**config.mk**
```make
export PLATFORM = sky130hd
export DESIGN_NAME = lrwait_bank_queue
export DESIGN_NICKNAME = d
export VERILOG_FILES = /design/src/rtl/lrwait_pkg.sv /design/src/rtl/lrwait_slot_table.sv /design/src/rtl/lrwait_bank_queue.sv
export SDC_FILE = /design/constraint.sdc
export NUM_CORES = 1
export LEC_CHECK = 0
export BUFFER_PORTS_ARGS = -buffer_cell sky130_fd_sc_hd__buf_2
export CORE_MARGIN = 2
export CORE_UTILIZATION = 55
export CTS_CLUSTER_DIAMETER = 40
export DETAILED_ROUTE_END_ITERATION = 8
export GPL_TIMING_DRIVEN = 0
export PLACE_DENSITY = 0.79
export SYNTH_ARGS = -nofsm -noshare
export SYNTH_HDL_FRONTEND = slang
export SYNTH_HIERARCHICAL = 1
export SYNTH_SLANG_ARGS = --single-unit
```
**constraint.sdc**
```tcl
create_clock -name clk_i -period 10.9 [get_ports clk_i]
set_input_delay 1.09 -clock clk_i [delete_from_list [all_inputs] [get_ports clk_i]]
set_output_delay 1.09 -clock clk_i [all_outputs]
set_load 0.05 [all_outputs]
```
**src/rtl/lrwait_pkg.sv**
```systemverilog
// Shared LRWait types: AMO opcodes, qnode routing metadata width and the
// bank-side reservation slot layout.
package lrwait_pkg;

    typedef enum logic [3:0] {
        AMONone = 4'h0,
        AMOSwap = 4'h1,
        AMOAdd  = 4'h2,
        AMOAnd  = 4'h3,
        AMOOr   = 4'h4,
        AMOXor  = 4'h5,
        AMOMax  = 4'h6,
        AMOMaxu = 4'h7,
        AMOMin  = 4'h8,
        AMOMinu = 4'h9,
        AMOLR   = 4'hA,
        AMOSC   = 4'hB
    } amo_op_t;

    localparam int IniAddrWidth = 5;
    localparam int MetaIdWidth  = 4;
    localparam int CoreIdWidth  = 3;
    localparam int TileIdWidth  = 3;

    // ini_addr + meta_id + core_id + tile_id + lrwait bit
    localparam int QnodeMetaWidth =
        IniAddrWidth + MetaIdWidth + CoreIdWidth + TileIdWidth + 1;

    localparam int SlotAddrWidth = 30;

    typedef logic [QnodeMetaWidth-1:0] meta_t;

    typedef struct packed {
        logic                     valid;
        logic [SlotAddrWidth-1:0] addr;
        logic                     head_valid;
        meta_t                    head;
        meta_t                    tail;
    } slot_t;

endpackage

```
**src/rtl/lrwait_slot_table.sv**
```systemverilog
// Reservation table: CAM lookup on the word address, lowest-free
// allocation and head/tail/release updates on the matching slot.
module lrwait_slot_table
    import lrwait_pkg::*;
#(
    parameter int NumSlots = 4
) (
    input  logic                     clk,
    input  logic                     rst_n,
    input  logic [SlotAddrWidth-1:0] addr,
    output logic                     hit,
    output logic                     hit_head_valid,
    output meta_t                    hit_head,
    output meta_t                    hit_tail,
    output logic                     full,
    input  logic                     alloc_en,
    input  meta_t                    alloc_meta,
    input  logic                     tail_en,
    input  meta_t                    tail_meta,
    input  logic                     head_en,
    input  meta_t                    head_meta,
    input  logic                     release_en
);

    localparam int IdxWidth = (NumSlots > 1) ? $clog2(NumSlots) : 1;

    slot_t               slots_q [NumSlots];
    logic [NumSlots-1:0] match;
    logic [NumSlots-1:0] free;
    logic [IdxWidth-1:0] hit_idx;
    logic [IdxWidth-1:0] free_idx;

    // Walk downwards so the lowest index wins
    always_comb begin
        match    = '0;
        free     = '0;
        hit_idx  = '0;
        free_idx = '0;
        for (int i = NumSlots - 1; i >= 0; i--) begin
            match[i] = slots_q[i].valid && (slots_q[i].addr == addr);
            free[i]  = !slots_q[i].valid;
            if (match[i]) hit_idx = IdxWidth'(i);
            if (free[i]) free_idx = IdxWidth'(i);
        end
    end

    assign hit            = |match;
    assign full           = ~|free;
    assign hit_head_valid = slots_q[hit_idx].head_valid;
    assign hit_head       = slots_q[hit_idx].head;
    assign hit_tail       = slots_q[hit_idx].tail;

    always_ff @(posedge clk or negedge rst_n) begin
        if (!rst_n) begin
            for (int i = 0; i < NumSlots; i++) slots_q[i] <= '0;
        end else begin
            if (alloc_en && !hit && !full) begin
                slots_q[free_idx] <= '{
                    valid:      1'b1,
                    addr:       addr,
                    head_valid: 1'b1,
                    head:       alloc_meta,
                    tail:       alloc_meta
                };
            end
            if (hit && tail_en) slots_q[hit_idx].tail <= tail_meta;
            if (hit && head_en) begin
                slots_q[hit_idx].head       <= head_meta;
                slots_q[hit_idx].head_valid <= 1'b1;
            end
            if (hit && release_en) begin
                if (hit_tail == hit_head) slots_q[hit_idx].valid <= 1'b0;
                else slots_q[hit_idx].head_valid <= 1'b0;
            end
        end
    end

    a_single_match: assert property (
        @(posedge clk) disable iff (!rst_n) $onehot0(match)
    );

endmodule

```
**src/rtl/lrwait_bank_queue.sv**
```systemverilog
// Bank-side LRWait queue: classifies LR/SC/WakeUp traffic, keeps the MCS
// waiting queue per reserved word and emits SuccUpdates / local SC fails.
module lrwait_bank_queue
    import lrwait_pkg::*;
#(
    parameter int NumSlots  = 4,
    parameter int AddrWidth = 32,
    parameter int DataWidth = 32,
    parameter int MetaWidth = QnodeMetaWidth
) (
    input  logic                 clk_i,
    input  logic                 rst_ni,
    input  logic [AddrWidth-1:0] in_qaddr_i,
    input  logic                 in_qwrite_i,
    input  logic [3:0]           in_qamo_i,
    input  logic [DataWidth-1:0] in_qdata_i,
    input  logic [3:0]           in_qstrb_i,
    input  logic [MetaWidth-1:0] in_qmeta_i,
    input  logic                 in_qlrwait_i,
    input  logic                 in_qvalid_i,
    output logic                 in_qready_o,
    output logic [DataWidth-1:0] in_pdata_o,
    output logic [MetaWidth-1:0] in_pmeta_o,
    output logic                 in_plrwait_o,
    output logic                 in_pvalid_o,
    input  logic                 in_pready_i,
    output logic [AddrWidth-1:0] bank_qaddr_o,
    output logic                 bank_qwrite_o,
    output logic [3:0]           bank_qamo_o,
    output logic [DataWidth-1:0] bank_qdata_o,
    output logic [3:0]           bank_qstrb_o,
    output logic [MetaWidth-1:0] bank_qmeta_o,
    output logic                 bank_qvalid_o,
    input  logic                 bank_qready_i,
    input  logic [DataWidth-1:0] bank_pdata_i,
    input  logic [MetaWidth-1:0] bank_pmeta_i,
    input  logic                 bank_pvalid_i,
    output logic                 bank_pready_o
);

    logic  is_lr, is_sc, wake, lr_req;
    logic  hit, full, hit_head_valid;
    meta_t hit_head, hit_tail;
    logic  sc_is_head, lr_hit, sc_fail, local_req, hs;

    logic                 su_valid_q;
    logic [DataWidth-1:0] su_data_q;
    logic [MetaWidth-1:0] su_meta_q;
    logic                 su_lrwait_q;

    assign is_lr  = in_qamo_i == 4'(AMOLR);
    assign is_sc  = in_qamo_i == 4'(AMOSC);
    assign wake   = is_lr && in_qlrwait_i;
    assign lr_req = is_lr && !in_qlrwait_i;

    assign sc_is_head = hit_head_valid && (hit_head == in_qmeta_i);
    assign lr_hit     = lr_req && hit;
    assign sc_fail    = is_sc && hit && !sc_is_head;
    assign local_req  = lr_hit || sc_fail;

    // Local requests only need room in the response register
    assign in_qready_o   = rst_ni && (local_req ? !su_valid_q : bank_qready_i);
    assign bank_qvalid_o = rst_ni && in_qvalid_i && !local_req;
    assign hs            = in_qvalid_i && in_qready_o;

    lrwait_slot_table #(
        .NumSlots (NumSlots)
    ) i_table (
        .clk            (clk_i),
        .rst_n          (rst_ni),
        .addr           (in_qaddr_i[AddrWidth-1:2]),
        .hit            (hit),
        .hit_head_valid (hit_head_valid),
        .hit_head       (hit_head),
        .hit_tail       (hit_tail),
        .full           (full),
        .alloc_en       (hs && lr_req && !hit),
        .alloc_meta     (in_qmeta_i),
        .tail_en        (hs && lr_hit),
        .tail_meta      (in_qmeta_i),
        .head_en        (hs && wake),
        .head_meta      (in_qdata_i[MetaWidth-1:0]),
        .release_en     (hs && is_sc && hit && sc_is_head)
    );

    // A WakeUp reads on behalf of the successor carried in the data field
    always_comb begin
        bank_qaddr_o  = '0;
        bank_qwrite_o = 1'b0;
        bank_qamo_o   = '0;
        bank_qdata_o  = '0;
        bank_qstrb_o  = '0;
        bank_qmeta_o  = '0;
        if (rst_ni) begin
            bank_qaddr_o  = in_qaddr_i;
            bank_qwrite_o = in_qwrite_i;
            bank_qamo_o   = in_qamo_i;
            bank_qstrb_o  = in_qstrb_i;
            bank_qdata_o  = wake ? '0 : in_qdata_i;
            bank_qmeta_o  = wake ? in_qdata_i[MetaWidth-1:0] : in_qmeta_i;
        end
    end

    always_comb begin
        in_pdata_o   = '0;
        in_pmeta_o   = '0;
        in_plrwait_o = 1'b0;
        in_pvalid_o  = 1'b0;
        if (rst_ni && bank_pvalid_i) begin
            in_pdata_o  = bank_pdata_i;
            in_pmeta_o  = bank_pmeta_i;
            in_pvalid_o = 1'b1;
        end else if (su_valid_q) begin
            in_pdata_o   = su_data_q;
            in_pmeta_o   = su_meta_q;
            in_plrwait_o = su_lrwait_q;
            in_pvalid_o  = 1'b1;
        end
    end

    assign bank_pready_o = rst_ni && in_pready_i;

    always_ff @(posedge clk_i or negedge rst_ni) begin
        if (!rst_ni) begin
            su_valid_q  <= 1'b0;
            su_data_q   <= '0;
            su_meta_q   <= '0;
            su_lrwait_q <= 1'b0;
        end else begin
            if (su_valid_q && !bank_pvalid_i && in_pready_i) su_valid_q <= 1'b0;
            if (hs && local_req) begin
                su_valid_q  <= 1'b1;
                su_data_q   <= lr_hit ? DataWidth'(in_qmeta_i) : DataWidth'(1);
                su_meta_q   <= lr_hit ? hit_tail : in_qmeta_i;
                su_lrwait_q <= lr_hit;
            end
        end
    end

    a_wake_hit: assert property (
        @(posedge clk_i) disable iff (!rst_ni) (in_qvalid_i && wake) |-> hit
    );

endmodule

```
# After elaboration in Yosys (flattened, before gate mapping)
# Index checks and enable logic that the tools add are counted.
# W data, S select, Z words.
[word_totals] register_bits=306 input_bits=144 output_inout_bits=142 elab_cells=138
[classes] order_cmp=4 n_eq_ne=8 muxes=53 bitwise_logic=2 n_reduce_logical=47
[ops] cell="$bwmux W256" count=6
[ops] cell="$mux W256" count=5
[ops] cell="$demux W64 S2" count=5
[ops] cell="$mux W32" count=6
[ops] cell="$bmux W64 S2" count=1
[ops] cell="$mux W64" count=2
[ops] cell="$eq A30 B30 Y1" count=4
[ops] cell="$mux W16" count=7
[ops] cell="$mux W33" count=3
[ops] cell="$logic_and A1 B1 Y1" count=33
[ops] cell="$eq A16 B16 Y1" count=2
[ops] cell="$mux W2" count=8
[ops] cell="$logic_not A1 Y1" count=10
[ops] cell="$eq A4 B4 Y1 const B" count=2
[ops] cell="$mux W1" count=8
[ops] cell="$mux W4" count=2
[ops] cell="$reduce_or A4 Y1" count=2
[ops] cell="$ge A3 B3 Y1 const B" count=2
[ops] cell="$lt A3 B1 Y1 const B" count=2
[ops] cell="$not A2 Y3" count=2
[ops] cell="$reduce_bool A2 Y1" count=1
[ops] cell="$logic_or A1 B1 Y1" count=1

# Longest topological paths before layout
[depth] ltp_word=31 depth_mapped=19 depth_no_buf=14

# Cells and area by module
# Netlist, hierarchy kept.
[modules_own_cells] mod="lrwait_slot_table" n_inst=1 cells_each=1597 area_per_inst_um2=14417.6 seq_area_each_um2=6406.1
[modules_own_cells] mod="lrwait_bank_queue" n_inst=1 cells_each=413 area_per_inst_um2=3074.2 seq_area_each_um2=850.8

# Least setup slack after synthesis
# OpenSTA, ideal clock, no wires.
[synth_path] path_type="input to output" from="input port in_qaddr_i[14]" to="output port in_qready_o" t_arrival_ns=5.103 required_time_ns=9.810 slack_ns=4.707 stages=17 n_path_buf=5 cell_sequence="buf_2 -> xnor2_1 -> nand4_1 -> or4_4 -> or2_1 -> buf_2 -> a31oi_4 -> buf_6 -> buf_2 -> buf_1 -> o21a_1 -> xnor2_1 -> o211ai_1 -> nor3_2 -> nand4_2 -> o21ai_0 -> mux2i_1"
[synth_via] elab_chain_cells=17 elab_cells_between_ends=26 classes_between="5 x eq/ne; 8 x mux; 1 x bitwise; 12 x reduce/logical"
[synth_lines] item="from (decl)" line_no="lrwait_bank_queue.sv:13" text="input logic [AddrWidth-1:0] in_qaddr_i,"
[synth_lines] item="$eq A30 B30 Y1" line_no="lrwait_slot_table.sv:40" text="match[i] = slots_q[i].valid && (slots_q[i].addr == addr);"
[synth_lines] item="$logic_and A1 B1 Y1" line_no="lrwait_slot_table.sv:40"
[synth_lines] item="$mux W2 (3 in series)" line_no="lrwait_slot_table.sv:42" text="if (match[i]) hit_idx = IdxWidth'(i);"
[synth_lines] item="$mux W2 *" line_no="lrwait_slot_table.sv:42"
[synth_lines] item="$not A2 Y3 (not written as such) *" line_no="lrwait_slot_table.sv:50" text="assign hit_head = slots_q[hit_idx].head;"
[synth_lines] item="$bmux W64 S2 *" line_no="lrwait_slot_table.sv:50"
[synth_lines] item="$mux W33 (not written as such) *" line_no="lrwait_slot_table.sv:50"
[synth_lines] item="$mux W33 (not written as such) *" line_no="lrwait_slot_table.sv:49" text="assign hit_head_valid = slots_q[hit_idx].head_valid;"
[synth_lines] item="net hit_head[6]" line_no="lrwait_bank_queue.sv:43" text="meta_t hit_head, hit_tail;"
[synth_lines] item="$eq A16 B16 Y1 *" line_no="lrwait_bank_queue.sv:56" text="assign sc_is_head = hit_head_valid && (hit_head == in_qmeta_i);"
[synth_lines] item="$logic_and A1 B1 Y1 *" line_no="lrwait_bank_queue.sv:56"
[synth_lines] item="$logic_not A1 Y1 *" line_no="lrwait_bank_queue.sv:58" text="assign sc_fail = is_sc && hit && !sc_is_head;"
[synth_lines] item="$logic_and A1 B1 Y1 *" line_no="lrwait_bank_queue.sv:58"
[synth_lines] item="$logic_or A1 B1 Y1 *" line_no="lrwait_bank_queue.sv:59" text="assign local_req = lr_hit || sc_fail;"
[synth_lines] item="$mux W1 *" line_no="lrwait_bank_queue.sv:62" text="assign in_qready_o = rst_ni && (local_req ? !su_valid_q : bank_qready_i);"
[synth_lines] item="$logic_and A1 B1 Y1 *" line_no="lrwait_bank_queue.sv:62"
[synth_lines] item="to (decl)" line_no="lrwait_bank_queue.sv:21" text="output logic in_qready_o,"
# The timed path passes the listed nets; every way through them passes the cells marked *. The select of a mux whose other input is x is not followed.

# Final worst setup path
[layout_path] from="input port in_qaddr_i[5]" to="output port in_qready_o"
# The elaborated chain is that of the path after synthesis.

==> results.md <==
- Crit. Startpoint: in_qaddr_i[5]
- Post-CTS setup buffer count: 0
- Sw power: 0.000861 W
- Antenna Violating Nets Remaining: 0
- Cells after Synth: 2009
- VDD IR-drop max: 133 uV
- Pin slew with the least headroom to its limit: 1.04 ns
- Req. time, crit path: 9.81 ns
- Vias in the first global route: 16900
- Total negative setup slack: 0 ns
- Switching share of power: 27.3%
- Die Y: 182 um
- Starting Density: 55.7%
- Grt ovf: 0
- Max Buffers Root-to-Sink: 3
- Via density: 6.28
- Clock Latency Late Sink: 0.56 ns
- Iteration count of the initial detailed-routing pass: 8
- Top Ports: 286
- Initial antenna violation count: 2
- Final instance area: 21200 um2
- Most frequent cells in the layout: nand2_1 (399), buf_2 (312), dfrtp_1 (290), a21oi_1 (178), nor2_1 (151)
- F_max: 0.130 GHz
- Core area: 31400 um2
- Clock Power Share: 51.3%
- Clock Sinks: 290
- Post-Syn Area: 17500 um2
- Synthesis-to-layout area growth: 21.3%
- # hold bufs at CTS: 0
- WL final: 69.2 mm
- Average cell area after synthesis: 8.70 um2
- Post-route minimum period: 7.69 ns
- Worst Skew: 0.0189 ns
- CTS-repair resized insts: 0
- First-pass GRT wire length: 103 mm
- Hold WC Path Type: reg -> reg
- Routability cong.: 0.991
- Data arrival time at the worst-slack endpoint: 6.60 ns
- CP max FO: 10
- Internal power: 0.00229 W
- Detailed router's first-iteration violation count: 1960
- Number of port buffers: 285
- Lkg Pwr: 10.1 nW
- Commonest non-fill, non-tap cell in the layout: nand2_1
- DPL Wire Length: 51.5 mm
- H-tree lvl count: 2
- Register share of total power: 35.6%
- Max-slew headroom: 30.2%
- Outcome: finished, final reports clean
- Clock Tree Root: clkbuf_16
- Final count of pins violating max slew: 0
- Hold Slack: 0.493 ns
- Die Span X: 182 um
- CTS Buf Count: 46
- Nets: 2488
- Combinational share of power: 13.0%
- Fin. Hold Viols: 0
- CTS tree: done
- RSZ-0062 raised after global routing: false
- Largest net degree at the start of global routing: 124
- Critical path capture point type: output port
- DRC viols: 0
- Setup violators final: 0
- MaxCap Viol Count: 0
- Ys Warns: 6
- Crit Path Category: in -> out
- Per-cell routed wire length: 24.9 um
- Final Cycle Share: 70.5%
- CTS clk-pin slew, worst paths: 0.05 ns
- Vias: 17500
- PwrDens: 149 nW/um2
- Ratio of cells with drive above 1 in the final layout: 21.9%
- Placed Instance Area: 19500 um2
- Die ar.: 33200 um2
- Net Count, Synth: 2153
- GRT Util Overall: 41.5%
- Startpoint types: primary input
- Row count: 65
## final timing paths
path	end	slack, ns	cells past startpoint
worst max-delay path	in_qready_o	3.21	18
min in group asynchronous	su_meta_q[15]$_DFFE_PN0P_	0.65	1
worst max register to register	i_table/slots_q[255]$_DFF_PN0_	5.09	16
max in group asynchronous	asynchronous set/reset pin	8.87	3
worst min-delay path	flip-flop	0.49	2
worst min register to register	flip-flop	0.49	2
## layout make-up
type                            instances  area (um2)
Timing Repair Buffer                  287        1490
Sequential cell                       290        7260
Multi-Input combinational cell       1543        9370
Buffer                                151         763
Inverter                               25        93.8
Tap cell                              402         503
Clock inverter                         26         417
Fill cell                            2562       10200
Clock buffer                           58        1300
Antenna cell                            2        5.00
## power groups by stage
stage               clock network, W  logic [W]  registers [W]
detailed placement                 0   0.000403        0.00114
CTS                          0.00163   0.000404        0.00112
global placement                   0   0.000394        0.00114
finish                       0.00162   0.000410        0.00112
floorplan                          0   0.000247        0.00113
global route                 0.00168   0.000431        0.00112
## per-layer routing
layer / global-route usage [%] / vias to the layer above / part of all wire (%)
met5: 0 / - / 0.025
met1: 50.8 / 8315 / 37
met3: 8.88 / 292 / 10
li1: - / 7734 / -
met2: 65.6 / 1127 / 44
met4: 28.9 / 2 / 8.0
## critical path: stages
cell	delay, ns
buf_2	0.10
buf_4	0.18
xnor2_1	0.37
nand4_1	0.21
nor4_2	0.94
nand2_2	0.39
a31oi_4	0.39
buf_6	0.19
buf_2	0.31
buf_1	0.55
o21a_1	0.20
xnor2_1	0.24
o211ai_1	0.19
nor3_2	0.22
nand4_2	0.20
o21ai_0	0.32
mux2i_1	0.21
buf_2	0.28
## metrics by stage
stage / setup WS [ns] / instances / total power (W) / util [%]
3_5_place_dp: 3.42 / 2698 / 0.00154 / 62.0
3_3_place_gp: 0.444 / 2696 / 0.00153 / 61.8
6_report: 3.21 / 2784 / 0.00315 / 67.5
5_1_grt: 3.07 / 2782 / 0.00324 / 67.5
2_1_floorplan: 4.71 / 2009 / 0.00138 / -
4_1_cts: 3.41 / 2782 / 0.00315 / 67.5
No activity file was read; power rests on OpenSTA's default activity.
